==> config.mk <==
export PLATFORM = sky130hd
export DESIGN_NAME = sound_sequencer
export DESIGN_NICKNAME = d
export VERILOG_FILES = /design/src/rtl/sound_pkg.sv /design/src/rtl/strobe_div.sv /design/src/rtl/sound_sequencer.sv
export SDC_FILE = /design/constraint.sdc
export NUM_CORES = 1
export LEC_CHECK = 0
export ABC_CLOCK_PERIOD_IN_PS = 4150
export CAP_MARGIN = 25
export CORE_MARGIN = 2
export CORE_UTILIZATION = 55
export DETAILED_ROUTE_END_ITERATION = 10
export PLACE_DENSITY_LB_ADDON = 0.12
export SLEW_MARGIN = 10
export SYNTH_ARGS = -nofsm -noshare
export SYNTH_HDL_FRONTEND = slang
export SYNTH_SLANG_ARGS = --single-unit
==> constraint.sdc <==
create_clock -name clk -period 4.15 [get_ports clk]
set_input_delay 0.83 -clock clk [delete_from_list [all_inputs] [get_ports clk]]
set_output_delay 0.83 -clock clk [all_outputs]
set_load 0.05 [all_outputs]
==> src/rtl/sound_pkg.sv <==
// Shared types for the sound step sequencer.
// Step entry layout, FSM states and field widths.
package sound_pkg;

  localparam int MASK_W  = 4;
  localparam int TICKS_W = 8;
  localparam int ENTRY_W = MASK_W + TICKS_W;

  typedef struct packed {
    logic [MASK_W-1:0]  mask;
    logic [TICKS_W-1:0] ticks;
  } step_t;

  typedef enum logic [1:0] {
    IDLE = 2'd0,
    LOAD = 2'd1,
    PLAY = 2'd2
  } state_e;

endpackage

==> src/rtl/strobe_div.sv <==
// Free-running sample strobe divider.
// Pulses sample_strobe once every CLK_DIV clocks.
module strobe_div #(
  parameter int CLK_DIV = 2267
) (
  input  logic clk,
  input  logic rst_n,
  output logic sample_strobe
);

  localparam int CW = (CLK_DIV > 1) ? $clog2(CLK_DIV) : 1;
  localparam logic [CW-1:0] LAST = CW'(CLK_DIV - 1);

  logic [CW-1:0] cnt_q, cnt_d;

  always_comb begin
    cnt_d = cnt_q + CW'(1);
    if (cnt_q == LAST) cnt_d = '0;
  end

  always_ff @(posedge clk or negedge rst_n) begin
    if (!rst_n) cnt_q <= '0;
    else        cnt_q <= cnt_d;
  end

  assign sample_strobe = (cnt_q == LAST);

endmodule

==> src/rtl/sound_sequencer.sv <==
// Step-table sequencer feeding the sound generator strobe/control.
// Define SOUND_SEQ_LOOP_EN for continuous looped playback.
module sound_sequencer
  import sound_pkg::*;
#(
  parameter int CLK_DIV          = 2267,
  parameter int SAMPLES_PER_TICK = 5512,
  parameter int STEPS            = 16,
  localparam int IDX_W           = $clog2(STEPS)
) (
  input  logic               clk,
  input  logic               rst_n,
  input  logic               start,
  input  logic               stop,
  input  logic               wr_en,
  input  logic [IDX_W-1:0]   wr_addr,
  input  logic [ENTRY_W-1:0] wr_data,
  output logic               sample_strobe,
  output logic [MASK_W-1:0]  control,
  output logic               busy,
  output logic [IDX_W-1:0]   step_idx,
  output logic               done
);

  localparam int SW = (SAMPLES_PER_TICK > 1) ?
                      $clog2(SAMPLES_PER_TICK) : 1;
  localparam logic [SW-1:0]    SLAST = SW'(SAMPLES_PER_TICK - 1);
  localparam logic [IDX_W-1:0] ILAST = IDX_W'(STEPS - 1);

  state_e              state_q, state_d;
  logic [IDX_W-1:0]    idx_q, idx_d;
  logic [MASK_W-1:0]   ctrl_q, ctrl_d;
  logic [TICKS_W-1:0]  rem_q, rem_d;
  logic [SW-1:0]       scnt_q, scnt_d;
  logic                done_q, done_d;
  step_t               table_q [STEPS];
  step_t               table_d [STEPS];
  step_t               entry;
  logic                eos;

  strobe_div #(.CLK_DIV(CLK_DIV)) u_div (
    .clk           (clk),
    .rst_n         (rst_n),
    .sample_strobe (sample_strobe)
  );

  always_comb begin
    table_d = table_q;
    if (wr_en) table_d[wr_addr] = step_t'(wr_data);
  end

  assign entry = table_q[idx_q];

  always_comb begin
    state_d = state_q;
    idx_d   = idx_q;
    ctrl_d  = ctrl_q;
    rem_d   = rem_q;
    scnt_d  = scnt_q;
    done_d  = 1'b0;
    eos     = 1'b0;
    unique case (state_q)
      IDLE: begin
        if (start) begin
          state_d = LOAD;
          idx_d   = '0;
        end
      end
      LOAD: begin
        if (entry.ticks == '0) begin
          eos = 1'b1;
        end else begin
          ctrl_d  = entry.mask;
          rem_d   = entry.ticks;
          scnt_d  = '0;
          state_d = PLAY;
        end
      end
      PLAY: begin
        if (sample_strobe) begin
          if (scnt_q == SLAST) begin
            scnt_d = '0;
            rem_d  = rem_q - TICKS_W'(1);
            if (rem_q == TICKS_W'(1)) begin
              if (idx_q == ILAST) begin
                eos = 1'b1;
              end else begin
                idx_d   = idx_q + IDX_W'(1);
                state_d = LOAD;
              end
            end
          end else begin
            scnt_d = scnt_q + SW'(1);
          end
        end
      end
      default: state_d = IDLE;
    endcase
    if (eos) begin
      done_d = 1'b1;
      idx_d  = '0;
`ifdef SOUND_SEQ_LOOP_EN
      // a marker at step 0 would spin forever, so it still ends
      if (state_q == PLAY || idx_q != '0) begin
        state_d = LOAD;
      end else begin
        state_d = IDLE;
        ctrl_d  = '0;
      end
`else
      state_d = IDLE;
      ctrl_d  = '0;
`endif
    end
    if (stop) begin
      state_d = IDLE;
      idx_d   = '0;
      ctrl_d  = '0;
      done_d  = 1'b0;
    end
  end

  always_ff @(posedge clk or negedge rst_n) begin
    if (!rst_n) begin
      state_q <= IDLE;
      idx_q   <= '0;
      ctrl_q  <= '0;
      rem_q   <= '0;
      scnt_q  <= '0;
      done_q  <= 1'b0;
      table_q <= '{default: '0};
    end else begin
      state_q <= state_d;
      idx_q   <= idx_d;
      ctrl_q  <= ctrl_d;
      rem_q   <= rem_d;
      scnt_q  <= scnt_d;
      done_q  <= done_d;
      table_q <= table_d;
    end
  end

  assign control  = ctrl_q;
  assign busy     = (state_q != IDLE);
  assign step_idx = idx_q;
  assign done     = done_q;

endmodule

==> results of run 1 <==
==> flip-flops by register name (all words and copies together) (netlist names) <==
name,flops
table_q,192
scnt_q,13
u_div.cnt_q,12
rem_q,8
control,4
step_idx,4
state_q,2
done,1
==> worst max path at each step <==
| stage | endpoint | slack (ns) |
|---|---|---|
| CTS | step_idx[2] | 0.39 |
| detailed placement | rem_q[7]$_DFFE_PN0P_ | 0.50 |
| global route | rem_q[7]$_DFFE_PN0P_ | 0.29 |
| global placement | step_idx[1]$_DFFE_PN0P_ | 0.62 |
| floorplan | step_idx[3]$_DFFE_PN0P_ | 0.95 |
| finish | step_idx[0] | 0.48 |
==> cells by family after synthesis <==
logic type / share of synthesized area [%]
muxes: 30.2
xor gates and xnor gates: 0.699
DFF: 52.4
adders and majority gates: 1.22
and+or+nand+nor: 8.27
AOI/OAI and AO/OA: 4.73
buffers and inverters: 2.52
==> power groups by stage <==
stage	clock (mW)	combinational, mW	sequential, mW
6_report	2.41	1.40	3.09
5_1_grt	2.56	1.53	3.14
4_1_cts	2.46	1.41	3.08
3_5_place_dp	0	1.40	3.12
3_3_place_gp	0	1.34	3.08
2_1_floorplan	0	1.04	3.04
==> cell usage in the layout (no fill, tap or decap), drive strengths merged, types with 3 or more instances in the layout <==
| cell type | synthesis | routed |
|---|---|---|
| nor4bb | 3 | 3 |
| nor2 | 43 | 43 |
| mux2 | 193 | 193 |
| buf | 15 | 24 |
| a22oi | 7 | 7 |
| a21o | 3 | 3 |
| or3 | 3 | 3 |
| o31ai | 4 | 4 |
| clkbuf | 38 | 37 |
| o21ai | 23 | 23 |
| nand4 | 3 | 3 |
| a2bb2oi | 6 | 6 |
| mux2i | 8 | 8 |
| a22o | 5 | 5 |
| nand3 | 34 | 34 |
| nor2b | 9 | 9 |
| nand2b | 7 | 7 |
| xnor2 | 4 | 4 |
| a21oi | 5 | 5 |
| nor3b | 4 | 4 |
| a31oi | 3 | 3 |
| mux4 | 51 | 51 |
| clkdlybuf4s50 | 0 | 30 |
| nor4 | 10 | 10 |
| nand2 | 26 | 26 |
| bufinv | 0 | 4 |
| nor3 | 3 | 3 |
| inv | 14 | 14 |
| ha | 11 | 11 |
| dfrtp | 236 | 236 |
| nand3b | 4 | 4 |
| clkinv | 0 | 7 |
| and3 | 16 | 16 |
| xor2 | 5 | 5 |
==> routing by layer <==
metal  vias up  wire length, um  track usage, %
li1       3125                -               -
met1      3747            11400            35.2
met2       205            12900            41.4
met3        61             1530            4.97
met4         0              759            8.32
met5         -                0               0
==> cell type report <==
cell class,instances,area (um2),share of cell area (%)
Sequential cell,236,5910,46.1
Multi-Input combinational cell,521,5080,39.7
Clock buffer,37,742,5.79
Timing Repair Buffer,54,520,4.06
Tap cell,270,338,2.64
Clock inverter,11,166,1.30
Inverter,14,52.6,0.410
==> critical path, cell delays in order, from the launching register on <==
cell and delay, ns:
dfrtp_4 0.81, buf_4 0.50, clkdlybuf4s50_1 0.96
==> flow_metrics.tcl, run 1 <==
set metrics [dict create \
    status "completed" \
    hold_viol_final 0 \
    syn_nets 856 \
    cts_root_buf "clkbuf_16" \
    numCtsBuffers 26 \
    cts_hold_buf 0 \
    design.core.area_um2 20200 \
    die_x_um 147 \
    dieHeight_um 147 \
    syn_to_final_growth_pct 13.7 \
    switching_power_mw 1.88 \
    fin_crit_ns 3.67 \
    port-buffer-count 31 \
    clkTransAtPathRegs_ns 0.06 \
    timing.final.crit_share_pct 88.5 \
    detail-route-antenna-nets 0 \
    via_per_inst 6.24 \
    drc 0 \
    power_frac_clock_pct 35.0 \
    fillers 1509 \
    pre_cts_ws_ns 0.500 \
    grt_pass1_wl_mm 42.9 \
    drive_above_1_share_pct 36.2 \
    worst-path-max-fanout 29 \
    postCtsSetupBuffers 0 \
    total_power_mw 6.90 \
    rsz0062_at_grt "false" \
    r2r-end "step_idx[1]$_DFFE_PN0P_" \
    place_area_um2 11900 \
    syn-instance-count 824 \
    final_util_pct 63.5 \
    finClkSkew_ns 0.0268 \
    rr_startpoint "step_idx[0]$_DFFE_PN0P_" \
    drt_iter0_markers 413 \
    arrival_ns 2.84 \
    avgSynthCellArea_um2 13.7 \
    finalSetupViolCount 0 \
    synth-main-ff-cell "dfrtp_1" \
    clkLatencyLatePin_ns 0.54 \
    cts_htree_levels 1 \
    tightest_slew_ns 1.13 \
    setup_ws_ns 0.479 \
    max_freq_mhz 272 \
    cp-end-kind "output port" \
    first_global_vias 7701 \
    gr-total-overflow 0 \
    stdcell_count 1143 \
    p_int_mw 5.02 \
    regToRegSetupSlack_ns 0.53 \
    synthArstFlopShare_pct 100 \
    p_comb_share_pct 20.3 \
    first_pass_iters 5 \
    synth_warnings 0 \
    die-area_um2 21700 \
    hold_ws_ns 0.370 \
    swShare_pct 27.2 \
    p_per_area_nw_per_um2 539 \
    antenna-diode-count 0 \
    synth_edf_count 0 \
    fin_nets 885 \
    fin_area_um2 12800 \
    synth_top_area_share_pct 52.4 \
    p_leak_nw 5.45 \
    grt_max_degree 139 \
    seq_area_frac_synth_pct 52.4 \
    vdd_ir_drop_max_v 0.000330 \
    grtUsageTotal_pct 25.5 \
    worstRegToRegCells 7 \
    start_util_pct 55.9 \
    relSlewSlack_pct 24.7 \
    io_pins 32 \
    critPathKind "flip-flop to output port" \
    report.final.slew_viol_count 0 \
    ys_ff_latch 236 \
    antenna_found_initial 0 \
    vias 7138 \
    hold_path.class "input pin to asynchronous set/reset pin" \
    clk_path_buf_depth 3 \
    ctsResizeCount 0 \
    gp_congestion 0.881 \
    yosys-top-cells-area "dfrtp_1, mux2_2, mux4_2, nand3_1, nor2_1" \
    tns_ns 0 \
    clock-sinks 236 \
    synth_area_um2 11300 \
    synth_common_cells "dfrtp_1, mux2_2, mux4_2" \
    row_count 52 \
    cts_tree "done" \
    cap_violations 0 \
    yosys.area.top_type "dfrtp_1" \
    dp.cells 1094 \
    synth.distinct_cells 54 \
    hpwlAfterDp_mm 17.3 \
    wl_mm 26.6 \
    routedWlPerCell_um 23.3 \
    pwr-share-seq_pct 44.7 \
    crit_start "step_idx[0]$_DFFE_PN0P_" \
    cp.required_ns 3.32 \
    cp-start-kind "flip-flop" \
    yosysMostFrequentCell "dfrtp_1" \
]
Power figures use the tool's default switching activity.
==> run 2: changes to the inputs <==
- ABC_CLOCK_PERIOD_IN_PS: 4150 -> 4000
- clock period: 4.15 -> 4 ns (I/O delays scaled with it)
==> run 2 against run 1 <==
Critical path type unchanged; clock power decreased by 7%; critical path depth unchanged; first-iteration DRC count grew 3.6%; worst setup slack lost 0.10 ns; global-route usage decreased by 0.067 points; routed wire length decreased by 0.41%.
==> flow_metrics.tcl, run 2 (same netlist as run 1, synthesis figures left out) <==
set metrics [dict create \
    design.core.area_um2 20200 \
    report.final.slew_viol_count 0 \
    rsz0062_at_grt "false" \
    tns_ns 0 \
    wl_mm 26.5 \
    finalSetupViolCount 0 \
    clkTransAtPathRegs_ns 0.06 \
    cp.required_ns 3.20 \
    clk_path_buf_depth 3 \
    first_pass_iters 5 \
    vias 7141 \
    cts_tree "done" \
    register_area_um2 5910 \
    dieHeight_um 147 \
    hold_viol_final 0 \
    ctsResizeCount 0 \
    crit_start "step_idx[0]$_DFFE_PN0P_" \
    top_regs "table_q x192, scnt_q x13, u_div.cnt_q x12" \
    numCtsBuffers 25 \
    max_freq_mhz 276 \
    start_util_pct 55.9 \
    top_register "table_q" \
    worst-path-max-fanout 31 \
    cts_root_buf "clkbuf_16" \
    hold_path.class "input pin to asynchronous set/reset pin" \
    clkLatencyLatePin_ns 0.52 \
    regToRegSetupSlack_ns 0.41 \
    first_global_vias 7682 \
    fin_crit_ns 3.62 \
    die_x_um 147 \
    antenna-diode-count 0 \
    p_leak_nw 5.39 \
    hpwlAfterDp_mm 17.1 \
    clock-sinks 236 \
    routedWlPerCell_um 23.2 \
    arrival_ns 2.82 \
    grt_max_degree 87 \
    mostFrequentLayoutCells "dfrtp_1, mux2_2, mux4_2" \
    relSlewSlack_pct 32.0 \
    grtUsageTotal_pct 25.5 \
    rr_startpoint "step_idx[0]$_DFFE_PN0P_" \
    die-area_um2 21700 \
    gp_congestion 0.904 \
    syn_to_final_growth_pct 12.7 \
    drt_iter0_markers 428 \
    multiInputGateArea_um2 5080 \
    critPathKind "flip-flop to output port" \
    worstRegToRegCells 7 \
    antenna_found_initial 1 \
    p_per_area_nw_per_um2 543 \
    final_common_cell "dfrtp_1" \
    fillers 1538 \
    largest_reg_flops 192 \
    cp-start-kind "flip-flop" \
    finClkSkew_ns 0.00970 \
    grt_pass1_wl_mm 43.0 \
    gr-total-overflow 0 \
    via_per_inst 6.27 \
    cap_violations 0 \
    fin_nets 885 \
    postCtsSetupBuffers 0 \
    cts_hold_buf 0 \
    port-buffer-count 31 \
    vdd_ir_drop_max_v 0.000408 \
    row_count 52 \
    io_pins 32 \
    drive_above_1_share_pct 35.8 \
    cp-end-kind "output port" \
    hold_ws_ns 0.262 \
    drc 0 \
    status "completed" \
    detail-route-antenna-nets 0 \
    tightest_slew_ns 1.02 \
    cts_htree_levels 1 \
    timing.final.crit_share_pct 90.5 \
]
==> run 2: changes by cell type in the layout (fill, tap and decap cells not counted) <==
cell       delta
clkbuf_1      +1
clkbuf_16     -1
clkbuf_8      +2
clkinv_2      -4
buf_4         +1
inv_6         +1
buf_16        -1
bufinv_16     -3
buf_12        +1
clkinv_8      -1
==> run 2: cell type report <==
| type | count | area share [%] |
|---|---|---|
| inverter | 14 | 0.414 |
| clock inverter | 4 | 0.384 |
| sequential | 236 | 46.5 |
| timing repair buffer | 55 | 4.10 |
| tap | 270 | 2.66 |
| multi-input combinational | 521 | 40.0 |
| clock buffer | 39 | 5.89 |
==> run 2: through the flow <==
| stage | total power [mW] | area, um2 | std cells | util, % | setup slack (ns) |
|---|---|---|---|---|---|
| 2_1_floorplan | 4.23 | 11300 | 824 | - | 0.795 |
| 3_3_place_gp | 4.57 | 11900 | 1096 | 59.0 | 0.474 |
| 3_5_place_dp | 4.67 | 11900 | 1096 | 59.0 | 0.403 |
| 4_1_cts | 6.94 | 12700 | 1139 | 63.0 | 0.291 |
| 5_1_grt | 7.25 | 12700 | 1139 | 63.0 | 0.166 |
| 6_report | 6.90 | 12700 | 1139 | 63.0 | 0.379 |
==> run 2: final timing paths <==
path,endpoint
worst max-delay path,step_idx[0]
worst min-delay path,u_div.cnt_q[10]$_DFF_PN0_
worst max register to register,step_idx[1]$_DFFE_PN0P_
worst min register to register,u_div.cnt_q[9]$_DFF_PN0_
max in group asynchronous,table_q[89]$_DFFE_PN0P_
min in group clk,u_div.cnt_q[9]$_DFF_PN0_
==> run 2: critical path, cell delays in order (launching register included) <==
cell             delay (ns)
dfrtp_4                0.84
buf_4                  0.47
clkdlybuf4s50_1        0.95
==> run 2: report_power, final <==
| group | total [mW] | internal (mW) | switching, mW |
|---|---|---|---|
| Combinational | 1.44 | 0.763 | 0.681 |
| Sequential | 3.20 | 2.90 | 0.300 |
| Clock | 2.25 | 1.34 | 0.910 |
| Total | 6.90 | 5.01 | 1.89 |
==> run 2: routing by layer <==
metal | wire, um | GRT usage [%] | vias up
met2 | 12800 | 41.4 | 180
met3 | 1280 | 4.69 | 51
met4 | 577 | 6.06 | 2
met1 | 11800 | 36.1 | 3781
li1 | - | - | 3127
met5 | 10 | 0 | -
